--- config.mk ---
export PLATFORM = sky130hd
export DESIGN_NAME = pulse_seq_ctrl_flat
export DESIGN_NICKNAME = d
export VERILOG_FILES = /design/src/rtl/pulse_seq_pkg.sv /design/src/rtl/pulse_seq_ctrl_if.sv /design/src/rtl/pulse_seq_timer.sv /design/src/rtl/pulse_seq_ctrl.sv /design/src/flat_wrapper.sv
export SDC_FILE = /design/constraint.sdc
export NUM_CORES = 1
export LEC_CHECK = 0
export CORE_MARGIN = 2
export CORE_UTILIZATION = 35
export CTS_CLUSTER_SIZE = 12
export DETAILED_ROUTE_END_ITERATION = 10
export PLACE_DENSITY = 0.67
export SETUP_SLACK_MARGIN = 0.15
export SLEW_MARGIN = 20
export SYNTH_ARGS = -nofsm -noshare
export SYNTH_HDL_FRONTEND = slang
export SYNTH_SLANG_ARGS = --single-unit
export TNS_END_PERCENT = 10
--- constraint.sdc ---
create_clock -name clk -period 5.4 [get_ports clk]
set_clock_uncertainty 0.05 [all_clocks]
set_input_delay 0.81 -clock clk [delete_from_list [all_inputs] [get_ports clk]]
set_output_delay 0.81 -clock clk [all_outputs]
set_load 0.1 [all_outputs]
--- src/rtl/pulse_seq_pkg.sv ---
// Shared types and constants for the pulse-table sequencer.
// Optional feature macro: PULSE_SEQ_CNT_EN (pulse counter output).
package pulse_seq_pkg;

    localparam int DEPTH      = 8;
    localparam int AW         = 3;
    localparam int DW         = 8;
    localparam int PULSE_W    = 4;
    localparam int MIN_PERIOD = 3;
    localparam int RD_LAT     = 2;

    localparam logic RW_READ  = 1'b0;
    localparam logic RW_WRITE = 1'b1;

    typedef enum logic [1:0] {
        IDLE,
        PRIME,
        RUN
    } state_e;

    function automatic logic [DW-1:0] clamp_period(input logic [DW-1:0] v);
        return (v < DW'(MIN_PERIOD)) ? DW'(MIN_PERIOD) : v;
    endfunction

endpackage

--- src/rtl/pulse_seq_ctrl_if.sv ---
// Host table-write handshake between a host and the pulse sequencer.
// Optional feature macro: PULSE_SEQ_CNT_EN (not used here).
interface pulse_seq_ctrl_if;
    import pulse_seq_pkg::*;

    logic          wr_req;
    logic [AW-1:0] wr_addr;
    logic [DW-1:0] wr_data;
    logic          wr_ack;

    modport master (
        output wr_req,
        output wr_addr,
        output wr_data,
        input  wr_ack
    );

    modport slave (
        input  wr_req,
        input  wr_addr,
        input  wr_data,
        output wr_ack
    );

endinterface

--- src/rtl/pulse_seq_timer.sv ---
// Period counter and sync pulse shaper for one table entry at a time.
// Optional feature macro: PULSE_SEQ_CNT_EN (not used here).
module pulse_seq_timer
    import pulse_seq_pkg::*;
(
    input  logic          clk,
    input  logic          rst_n,
    input  logic          clr,
    input  logic          load,
    input  logic          run,
    input  logic [DW-1:0] load_val,
    output logic [DW-1:0] cnt,
    output logic          wrap,
    output logic          sync_out
);

    logic [DW-1:0] cnt_q, cnt_d;
    logic [DW-1:0] per_q, per_d;
    logic [DW-1:0] per_m1;
    logic [DW-1:0] hi;
    logic          sync_q, sync_d;

    always_comb begin
        cnt_d = cnt_q;
        per_d = per_q;
        if (clr) begin
            cnt_d = '0;
            per_d = '0;
        end else if (load) begin
            cnt_d = '0;
            per_d = load_val;
        end else if (run) begin
            cnt_d = cnt_q + DW'(1);
        end
        // high time never reaches the last cycle, so periods stay separable
        per_m1 = per_d - DW'(1);
        hi     = (per_m1 < DW'(PULSE_W)) ? per_m1 : DW'(PULSE_W);
        sync_d = !clr && (load || run) && (cnt_d < hi);
    end

    always_ff @(posedge clk or negedge rst_n) begin
        if (!rst_n) begin
            cnt_q  <= '0;
            per_q  <= '0;
            sync_q <= 1'b0;
        end else begin
            cnt_q  <= cnt_d;
            per_q  <= per_d;
            sync_q <= sync_d;
        end
    end

    assign cnt      = cnt_q;
    assign wrap     = (cnt_q == per_q - DW'(1));
    assign sync_out = sync_q;

endmodule

--- src/rtl/pulse_seq_ctrl.sv ---
// Pulse-table playback sequencer and RAM port arbiter (playback reads win).
// Optional feature macro: PULSE_SEQ_CNT_EN adds the pulse_cnt output.
module pulse_seq_ctrl
    import pulse_seq_pkg::*;
(
    input  logic             clk,
    input  logic             rst_n,
    input  logic             en,
    input  logic [AW-1:0]    last_addr,
    pulse_seq_ctrl_if.slave  host,
    output logic [AW-1:0]    ram_addr,
    output logic [DW-1:0]    ram_din,
    output logic             ram_rw,
    input  logic [DW-1:0]    ram_dout,
    output logic             sync_out,
    output logic [AW-1:0]    cur_addr,
    output logic             busy
`ifdef PULSE_SEQ_CNT_EN
    ,
    output logic [15:0]      pulse_cnt
`endif
);

    state_e        state_q, state_d;
    logic [1:0]    prime_q, prime_d;
    logic [AW-1:0] cur_addr_q, cur_addr_d;
    logic [AW-1:0] nxt_addr_q, nxt_addr_d;
    logic [DW-1:0] nxt_per_q, nxt_per_d;
    logic [AW-1:0] ram_addr_q, ram_addr_d;
    logic [DW-1:0] ram_din_q, ram_din_d;
    logic          ram_rw_q, ram_rw_d;
    logic          play_rd, wr_ack;
    logic          t_clr, t_load, t_run, t_wrap;
    logic [DW-1:0] t_val, t_cnt;
    logic [AW-1:0] lim, na;

    if (DEPTH < (1 << AW)) begin : g_clip
        assign lim = (last_addr > AW'(DEPTH-1)) ? AW'(DEPTH-1) : last_addr;
    end else begin : g_full
        assign lim = last_addr;
    end

    assign na = (cur_addr_q == lim) ? '0 : cur_addr_q + AW'(1);

    always_comb begin
        play_rd    = en && ((state_q == IDLE) ||
                            (state_q == RUN && t_cnt == '0));
        state_d    = state_q;
        prime_d    = prime_q;
        cur_addr_d = cur_addr_q;
        nxt_addr_d = nxt_addr_q;
        nxt_per_d  = nxt_per_q;
        ram_addr_d = ram_addr_q;
        ram_din_d  = ram_din_q;
        ram_rw_d   = RW_READ;
        wr_ack     = 1'b0;
        t_clr      = 1'b0;
        t_load     = 1'b0;
        t_run      = 1'b0;
        t_val      = nxt_per_q;

        if (play_rd) begin
            ram_addr_d = (state_q == RUN) ? na : '0;
        end else if (host.wr_req) begin
            ram_rw_d   = RW_WRITE;
            ram_addr_d = host.wr_addr;
            ram_din_d  = host.wr_data;
            wr_ack     = 1'b1;
        end

        if (!en) begin
            state_d    = IDLE;
            prime_d    = '0;
            cur_addr_d = '0;
            t_clr      = 1'b1;
        end else begin
            unique case (state_q)
                IDLE: begin
                    state_d = PRIME;
                    prime_d = '0;
                end
                PRIME: begin
                    if (prime_q == 2'(RD_LAT-1)) begin
                        state_d = RUN;
                        t_load  = 1'b1;
                        t_val   = clamp_period(ram_dout);
                    end else begin
                        prime_d = prime_q + 2'd1;
                    end
                end
                RUN: begin
                    if (t_cnt == '0) nxt_addr_d = na;
                    if (t_cnt == DW'(RD_LAT))
                        nxt_per_d = clamp_period(ram_dout);
                    // a 3-cycle period wraps on the capture cycle itself
                    if (t_wrap) begin
                        t_load     = 1'b1;
                        t_val      = (t_cnt == DW'(RD_LAT)) ?
                                     clamp_period(ram_dout) : nxt_per_q;
                        cur_addr_d = nxt_addr_q;
                    end else begin
                        t_run = 1'b1;
                    end
                end
                default: state_d = IDLE;
            endcase
        end
    end

    always_ff @(posedge clk or negedge rst_n) begin
        if (!rst_n) begin
            state_q    <= IDLE;
            prime_q    <= '0;
            cur_addr_q <= '0;
            nxt_addr_q <= '0;
            nxt_per_q  <= '0;
            ram_addr_q <= '0;
            ram_din_q  <= '0;
            ram_rw_q   <= RW_READ;
        end else begin
            state_q    <= state_d;
            prime_q    <= prime_d;
            cur_addr_q <= cur_addr_d;
            nxt_addr_q <= nxt_addr_d;
            nxt_per_q  <= nxt_per_d;
            ram_addr_q <= ram_addr_d;
            ram_din_q  <= ram_din_d;
            ram_rw_q   <= ram_rw_d;
        end
    end

    pulse_seq_timer u_timer (
        .clk      (clk),
        .rst_n    (rst_n),
        .clr      (t_clr),
        .load     (t_load),
        .run      (t_run),
        .load_val (t_val),
        .cnt      (t_cnt),
        .wrap     (t_wrap),
        .sync_out (sync_out)
    );

`ifdef PULSE_SEQ_CNT_EN
    logic [15:0] pcnt_q, pcnt_d;

    // every period load starts a fresh high phase, i.e. one rising edge
    always_comb begin
        pcnt_d = pcnt_q;
        if (state_q == IDLE && en) pcnt_d = '0;
        else if (t_load)           pcnt_d = pcnt_q + 16'd1;
    end

    always_ff @(posedge clk or negedge rst_n) begin
        if (!rst_n) pcnt_q <= '0;
        else        pcnt_q <= pcnt_d;
    end

    assign pulse_cnt = pcnt_q;
`endif

    assign host.wr_ack = wr_ack;
    assign ram_addr    = ram_addr_q;
    assign ram_din     = ram_din_q;
    assign ram_rw      = ram_rw_q;
    assign cur_addr    = cur_addr_q;
    assign busy        = (state_q != IDLE);

endmodule

--- src/flat_wrapper.sv ---
// flat-port wrapper written by rule: the top's interface ports become plain ports
module pulse_seq_ctrl_flat import pulse_seq_pkg::*;
  (clk, rst_n, en, last_addr, ram_addr, ram_din, ram_rw, ram_dout, sync_out, cur_addr, busy, host_wr_req, host_wr_addr, host_wr_data, host_wr_ack);
  pulse_seq_ctrl_if host_i ();
  input  logic clk;
  input  logic rst_n;
  input  logic en;
  input  logic [AW-1:0] last_addr;
  output logic [AW-1:0] ram_addr;
  output logic [DW-1:0] ram_din;
  output logic ram_rw;
  input  logic [DW-1:0] ram_dout;
  output logic sync_out;
  output logic [AW-1:0] cur_addr;
  output logic busy;
  input wire logic [$bits(host_i.wr_req)-1:0] host_wr_req;
  input wire logic [$bits(host_i.wr_addr)-1:0] host_wr_addr;
  input wire logic [$bits(host_i.wr_data)-1:0] host_wr_data;
  output wire logic [$bits(host_i.wr_ack)-1:0] host_wr_ack;
  assign host_i.wr_req = host_wr_req;
  assign host_i.wr_addr = host_wr_addr;
  assign host_i.wr_data = host_wr_data;
  assign host_wr_ack = host_i.wr_ack;
  pulse_seq_ctrl u_core (.clk(clk), .rst_n(rst_n), .en(en), .last_addr(last_addr), .host(host_i), .ram_addr(ram_addr), .ram_din(ram_din), .ram_rw(ram_rw), .ram_dout(ram_dout), .sync_out(sync_out), .cur_addr(cur_addr), .busy(busy));
endmodule
### Yosys cells after proc, flatten, opt, wreduce, memory -nomap -nowiden

Index checks and enable logic that the tools add are counted.

| word-level totals | value |
|---|---|
| register bits after elaboration | 47 |
| input bits | 26 |
| word-level logic and storage cells | 81 |
| output and inout port bits | 18 |

| cells by class | value |
|---|---|
| bitwise gates (word level) | 1 |
| equality and inequality tests | 12 |
| $lt $le $gt $ge | 3 |
| $add $sub $neg | 5 |
| muxes and demuxes | 33 |
| reduce and logical (&&, ||, !) cells | 16 |

Operators by type and width:

| kind | number |
|---|---|
| $mux W8 | 10 |
| $mux W3 | 7 |
| $pmux W8 S2 | 1 |
| $sub A8 B1 Y8 const B | 2 |
| $reduce_and A2 Y1 | 5 |
| $add A8 B1 Y8 const B | 1 |
| $eq A8 B2 Y1 const B | 1 |
| $eq A8 B8 Y1 | 1 |
| $logic_not A8 Y1 | 1 |
| $lt A8 B2 Y1 const B | 1 |
| $lt A8 B3 Y1 const B | 1 |
| $lt A8 B8 Y1 | 1 |
| $mux W1 | 8 |
| $mux W2 | 4 |
| $pmux W2 S3 | 1 |
| $eq A2 B1 Y1 const B | 2 |
| $logic_and A1 B1 Y1 | 4 |
| $ne A2 B1 Y1 const B | 2 |
| $pmux W2 S2 | 1 |
| $reduce_bool A2 Y1 | 2 |
| $add A3 B1 Y3 const B | 1 |
| $eq A3 B3 Y1 | 1 |
| $ne A3 B1 Y1 const B | 1 |
| $ne A3 B2 Y1 const B | 1 |
| 9 further kinds | 10 |

### Logic depth before layout (Yosys ltp)

| depth | value |
|---|---|
| depth after elaboration | 12 |
| depth in mapped cells | 20 |
| depth with buffers taken out | 19 |

### Modules after synthesis

A second synthesis with hierarchy kept.

| unflattened totals | value |
|---|---|
| cell total of the unflattened synthesis | 280 |
| area, all modules | 2836.5 um^2 |

By module, submodules not included:

| module | seq. area each (um^2) | area each (um^2) | cells each | times used |
|---|---|---|---|---|
| pulse_seq_ctrl | 750.7 | 1542.7 | 141 | 1 |
| pulse_seq_timer | 425.4 | 1293.7 | 139 | 1 |

### Least setup slack after synthesis

Ideal clock, no wire load.

| timing path | value |
|---|---|
| path kind | reg2reg |
| from | reg u_core.u_timer.per_q[0] |
| to | reg u_core.u_timer.sync_q (netlist: u_core.u_timer.sync_out) |
| data required time | 5273 ps |
| library setup time | 77 ps |
| arrival | 3832 ps |
| cell stages (with the launch flop) | 20 |
| path buffers | 1 |
| path slack | 1440 ps |
| clock period less this slack | 3960 ps |
| cells stage by stage | dfrtp_1 > inv_1 > ha_1 > and2_1 > o21a_1 > o31ai_1 > o2111ai_2 > a21boi_4 > buf_4 > o211a_1 > a31oi_1 > ha_1 > nor2_1 > a31oi_1 > or3b_1 > ha_1 > inv_1 > o221a_2 > o2111ai_1 > a21oi_1 |

| between the ends | value |
|---|---|
| word-level cells in the longest chain between the ends | 12 |
| elaborated cells on any way between the ends | 22 |
| classes of those cells | 2 x add/sub; 2 x order compare; 1 x eq/ne; 14 x mux; 3 x reduce/logical |

RTL lines:

| what | line | source |
|---|---|---|
| start, declared | pulse_seq_timer.sv:18 | `logic [DW-1:0] per_q, per_d;` |
| start signal, assigned | pulse_seq_timer.sv:48 | `per_q <= per_d;` |
| $sub A8 B1 Y8 | pulse_seq_timer.sv:54 | `assign wrap = (cnt_q == per_q - DW'(1));` |
| $eq A8 B8 Y1 | pulse_seq_timer.sv:54 |  |
| $mux W1 | pulse_seq_ctrl.sv:96 | `if (t_wrap) begin` |
| $pmux W1 S2 | pulse_seq_ctrl.sv:77 | `unique case (state_q)` |
| $mux W1 | pulse_seq_ctrl.sv:71 | `if (!en) begin` |
| $mux W8 | pulse_seq_timer.sv:29 | `end else if (load) begin` |
| $mux W8 | pulse_seq_timer.sv:26 | `if (clr) begin` |
| $sub A8 B1 Y8 | pulse_seq_timer.sv:36 | `per_m1 = per_d - DW'(1);` |
| $lt A8 B3 Y1 | pulse_seq_timer.sv:37 | `hi = (per_m1 < DW'(PULSE_W)) ? per_m1 : DW'(PULSE_W);` |
| $mux W8 | pulse_seq_timer.sv:37 |  |
| $lt A8 B8 Y1 | pulse_seq_timer.sv:38 | `sync_d = !clr && (load \|\| run) && (cnt_d < hi);` |
| $logic_and A1 B1 Y1 (*) | pulse_seq_timer.sv:38 |  |
| via u_core.u_timer.sync_d | pulse_seq_timer.sv:21 | `logic sync_q, sync_d;` |
| end signal, assigned | pulse_seq_timer.sv:49 | `sync_q <= sync_d;` |
| end, declared | pulse_seq_timer.sv:21 |  |

Mark *: on every way through the listed nets, which the timed path passes. The rest lies on a longest branch.
A chain may end at the register's enable or synchronous reset.

### Final worst setup path

Ends and elaborated chain as after synthesis.

==> summary by stage <==
Run status
The run finished with clean final reports.

Logic synthesis
The area of the mapped netlist is 0.00324 sq mm. After synthesis, the share of flip-flops with an asynchronous set or reset is 1.00. Ranked by total cell area, the synthesized netlist is headed by sky130_fd_sc_hd__dfrtp_1 36%, sky130_fd_sc_hd__nand2_1 7.3%, sky130_fd_sc_hd__ha_1 6.9%. Of the total synthesized cell area, the portion taken by full adders, half adders and majority gates is 0.0694. In this run, distinct cell masters in the synthesized netlist total 65. After technology mapping, the gate count stands at 350. The share of the synthesized area in compound gates (AO/OA/AOI/OAI) is 0.196. The fraction of synthesized cell area taken by the top area cell type is 0.363. Measured against the total synthesized area, the mux share comes to 0.0744. In this run, synthesis produced a sequential element count of 47. The main combinational cell family by area after synthesis is compound AO/OA/AOI/OAI gates. Among all flip-flop cells after synthesis, the most frequent one is sky130_fd_sc_hd__dfrtp_1. Of the total synthesized cell area, the portion taken by XOR and XNOR cells is 0.0555. The average cell area after synthesis is approximately 9.3 sq um.

Of the total synthesized cell area, the portion taken by AND, OR, NAND and NOR gates is 0.191. In this run, synthesis inferred 0 flip-flops with an integrated enable. The largest total area in the synthesized netlist belongs to sky130_fd_sc_hd__dfrtp_1. The register area share after synthesis is 0.363. Yosys printed 0 warnings.

Critical path
The signal on the critical path passes through inv_1, ha_1, and2_1, o21a_1, o31ai_1, o2111ai_2, a21boi_4, o211a_1, a31oi_1, ha_1, nor2_1, a31oi_1, or3b_1, ha_1, inv_1, o221a_2, o2111ai_1, a21oi_1. Data arrives at the worst endpoint at 4.79 ns. The worst setup path is launched from a flip-flop.

For this run, the slowest stage of the critical path takes roughly 0.53 ns. The category of the worst setup path capture point is a flip-flop. Of all nets on the critical path, the largest fanout is 13. Among all stages on the critical path, the largest delay is contributed by sky130_fd_sc_hd__o31ai_1.

The most numerous cell type found on the critical path is sky130_fd_sc_hd__ha_1. The number of cells on the worst reg-to-reg path is 18. The required time reported for the critical path endpoint is 5.59 ns.

The critical path start-end classification is flip-flop to flip-flop.

Timing
The transition at the pin with the smallest max-transition slack is 0.991 ns. Static timing analysis puts the maximum clock frequency at 217 MHz. The final worst hold slack is approximately 0.43 ns. Of the available clock period, the critical path in the final layout requires 0.853. The max-slew violation count came to 0. The setup slack after layout is 0.793 ns. Headroom to the max-slew limit came out at 0.337. Setup repair after global routing left no endpoint under its margin. After routing, the total negative slack on setup checks comes to 0 ns.

The worst path needs between 4 and 5 ns of the cycle, external delays included. Setup violations remaining at the end of the flow were counted as 0. The final-report hold violation count is 0.

Finish
The finished cells cover 0.00384 sq mm. The area growth from synthesis to layout is 18.5%. The share of layout cells above drive strength 1 is 0.104. At the end of the flow, the number of nets in the layout was 439. The count of inserted antenna diode cells is 0. Leaving out fill and tap cells, the most frequent cells in the layout are 63 x sky130_fd_sc_hd__nand2_1, 47 x sky130_fd_sc_hd__dfrtp_1, 41 x sky130_fd_sc_hd__clkdlybuf4s50_1. The most common cell after layout, fill and taps aside is sky130_fd_sc_hd__nand2_1.

Clock network
The clock root buffer is sky130_fd_sc_hd__clkbuf_8. The total setup buffers inserted after CTS is 0. The maximum count of clock buffers along a single path is 2.

The TritonCTS clock tree is built. The sink count of the clock tree is 47. After clock tree synthesis, the clock-pin slew on the worst setup and hold paths is approximately 0.1 ns. The H-tree generated during clock tree synthesis spans 2 levels. For this design, the CTS-stage hold fixing added 0 buffers. The number of gates resized after CTS is 0. Clock latency on the worst-skew pair, taken at its later pin, is 0.31 ns. The total clock buffers created by CTS is 5.

Detailed routing
After the first detailed-routing iteration, the DRC count stood at roughly 190. The first detailed-routing pass took 4 iterations. Using the TritonRoute via totals, the vias-per-cell ratio works out to ~5.4. The routed design has 7.67 mm of wire. The count of nets left with antenna violations once routing finished came out at 0. The detailed router placed 2,716 vias in this run. The post-detailed-route DRC marker count is 0.

In the final routed layout, each cell accounts on average for 15.1 um.

GRT
The remaining global-route overflow is 0. The maximum number of pins on one net before global-route repair is 48. The first global-routing pass estimated 12.9 mm of wire. For this run, the total global-route usage over all layers was measured as 0.158.

The via count of the first global-routing pass came to 2,762. The number of antenna violations at the first check in global routing is 0.

Floorplanning
The initial utilization of the core area, before any placement, comes to 0.356. The floorplan die area is 0.0101 sq mm. The floorplan step defined a core boundary enclosing 0.00911 sq mm.

The overall die height is 100 um. The number of standard-cell rows in the floorplan is 35. During I/O placement, the number of pins put on the boundary was 44.

From left edge to right edge, the die measures roughly 100 um.

Place
The HPWL after detailed placement is around 5.8 mm. After detailed placement, the total cell area comes to about 0.0037 sq mm. At the end of routability-driven placement, the weighted congestion stood at around 0.92. During placement, the flow inserted port buffers numbering 43. At the placement stage, the worst setup path has a slack of 0.888 ns.

Worst hold path
The min-delay analysis places its worst path in the category input port to async pin.

Power
In this run the power density over the cells is 304 mW/mm^2. The reported leakage power is roughly 0.0017 uW. IR analysis of the VDD net gives a maximum drop of ~170 uV.

Job
Max-cap violations in this run came to 0.
## worst max-delay path, delay by kind of cell, from the launching register on
| kind | cells | cell delay, ns |
|---|---|---|
| simple gates | 3 | 0.70 |
| flops | 1 | 0.48 |
| fa+ha+maj | 3 | 0.72 |
| buf+inv | 2 | 0.14 |
| compound gates | 10 | 2.43 |
## metrics by stage
step           cells  total power [uW]   util
6_report         507              1170  0.422
5_1_grt          507              1230  0.422
4_1_cts          507              1180  0.422
3_5_place_dp     499               940  0.411
3_3_place_gp     499               933  0.411
2_1_floorplan    354               815      -
## cells in the mapped netlist (all sizes together) (3+ instances only)
cell type / count
nor3: 3
o211ai: 5
nor2b: 7
ha: 18
and2: 5
nand2: 63
a211oi: 4
clkbuf: 6
o2111ai: 4
a21oi: 10
inv: 18
a21boi: 6
nor2: 22
xor2: 7
mux2i: 14
dfrtp: 47
nand4: 8
o21ai: 20
o221ai: 3
a31oi: 6
xnor2: 11
mux2: 9
nand3: 8
o221a: 4
buf: 5
and3: 5
o211a: 3
## flip-flops by register name, indices dropped and copies added (netlist names)
register,cells
u_core.u_timer.cnt,8
u_core.state_q,2
u_core.prime_q,2
u_core.ram_addr,3
u_core.ram_din,8
u_core.cur_addr,3
u_core.nxt_per_q,8
u_core.u_timer.per_q,8
u_core.u_timer.sync_out,1
u_core.nxt_addr_q,3
u_core.ram_rw,1
## logic make-up after synthesis
family / Yosys count
other cells: 1
simple gates: 132
flops: 47
fa+ha+maj: 18
compound gates: 80
buf+inv: 30
mux: 23
xor+xnor: 19
## power by group
part / total [uW] / switching [uW] / leakage [uW] / internal [uW]
Sequential: 414 / 25.8 / 0.000636 / 388
Clock: 235 / 138 / 0.0000467 / 96.3
Combinational: 518 / 368 / 0.00103 / 151
Total: 1170 / 532 / 0.00172 / 635
## routing by layer
layer  track usage  routed length, um  vias to the layer above
met5             0                  0                        -
met1         0.207               3550                     1306
met3        0.0230                217                       13
met4        0.0548                133                        0
met2         0.268               3770                       61
li1              -                  -                     1336
## final cells by class
type	count	area, sq um
clock buffer	5	68.8
timing repair buffer	45	440
tap	111	139
fill	887	5270
multi-input combinational	277	1920
clock inverter	3	27.5
inverter	19	71.3
sequential	47	1180
## path summary, 6_finish.rpt
check | start | endpoint | slack (ns)
worst max-delay path | u_core.u_timer.per_q[0] | u_core.u_timer.sync_out | 0.79
worst min-delay path | rst_n | u_core.state_q[1] | 0.43
worst max register to register | u_core.u_timer.per_q[0] | u_core.u_timer.sync_out | 0.79
worst min register to register | u_core.ram_din[5] | u_core.ram_din[5] | 0.44
max in group asynchronous | rst_n | u_core.u_timer.cnt[4] | 4.42
min in group clk | u_core.ram_din[5] | u_core.ram_din[5] | 0.44
No activity file was read; power rests on OpenSTA's default activity.
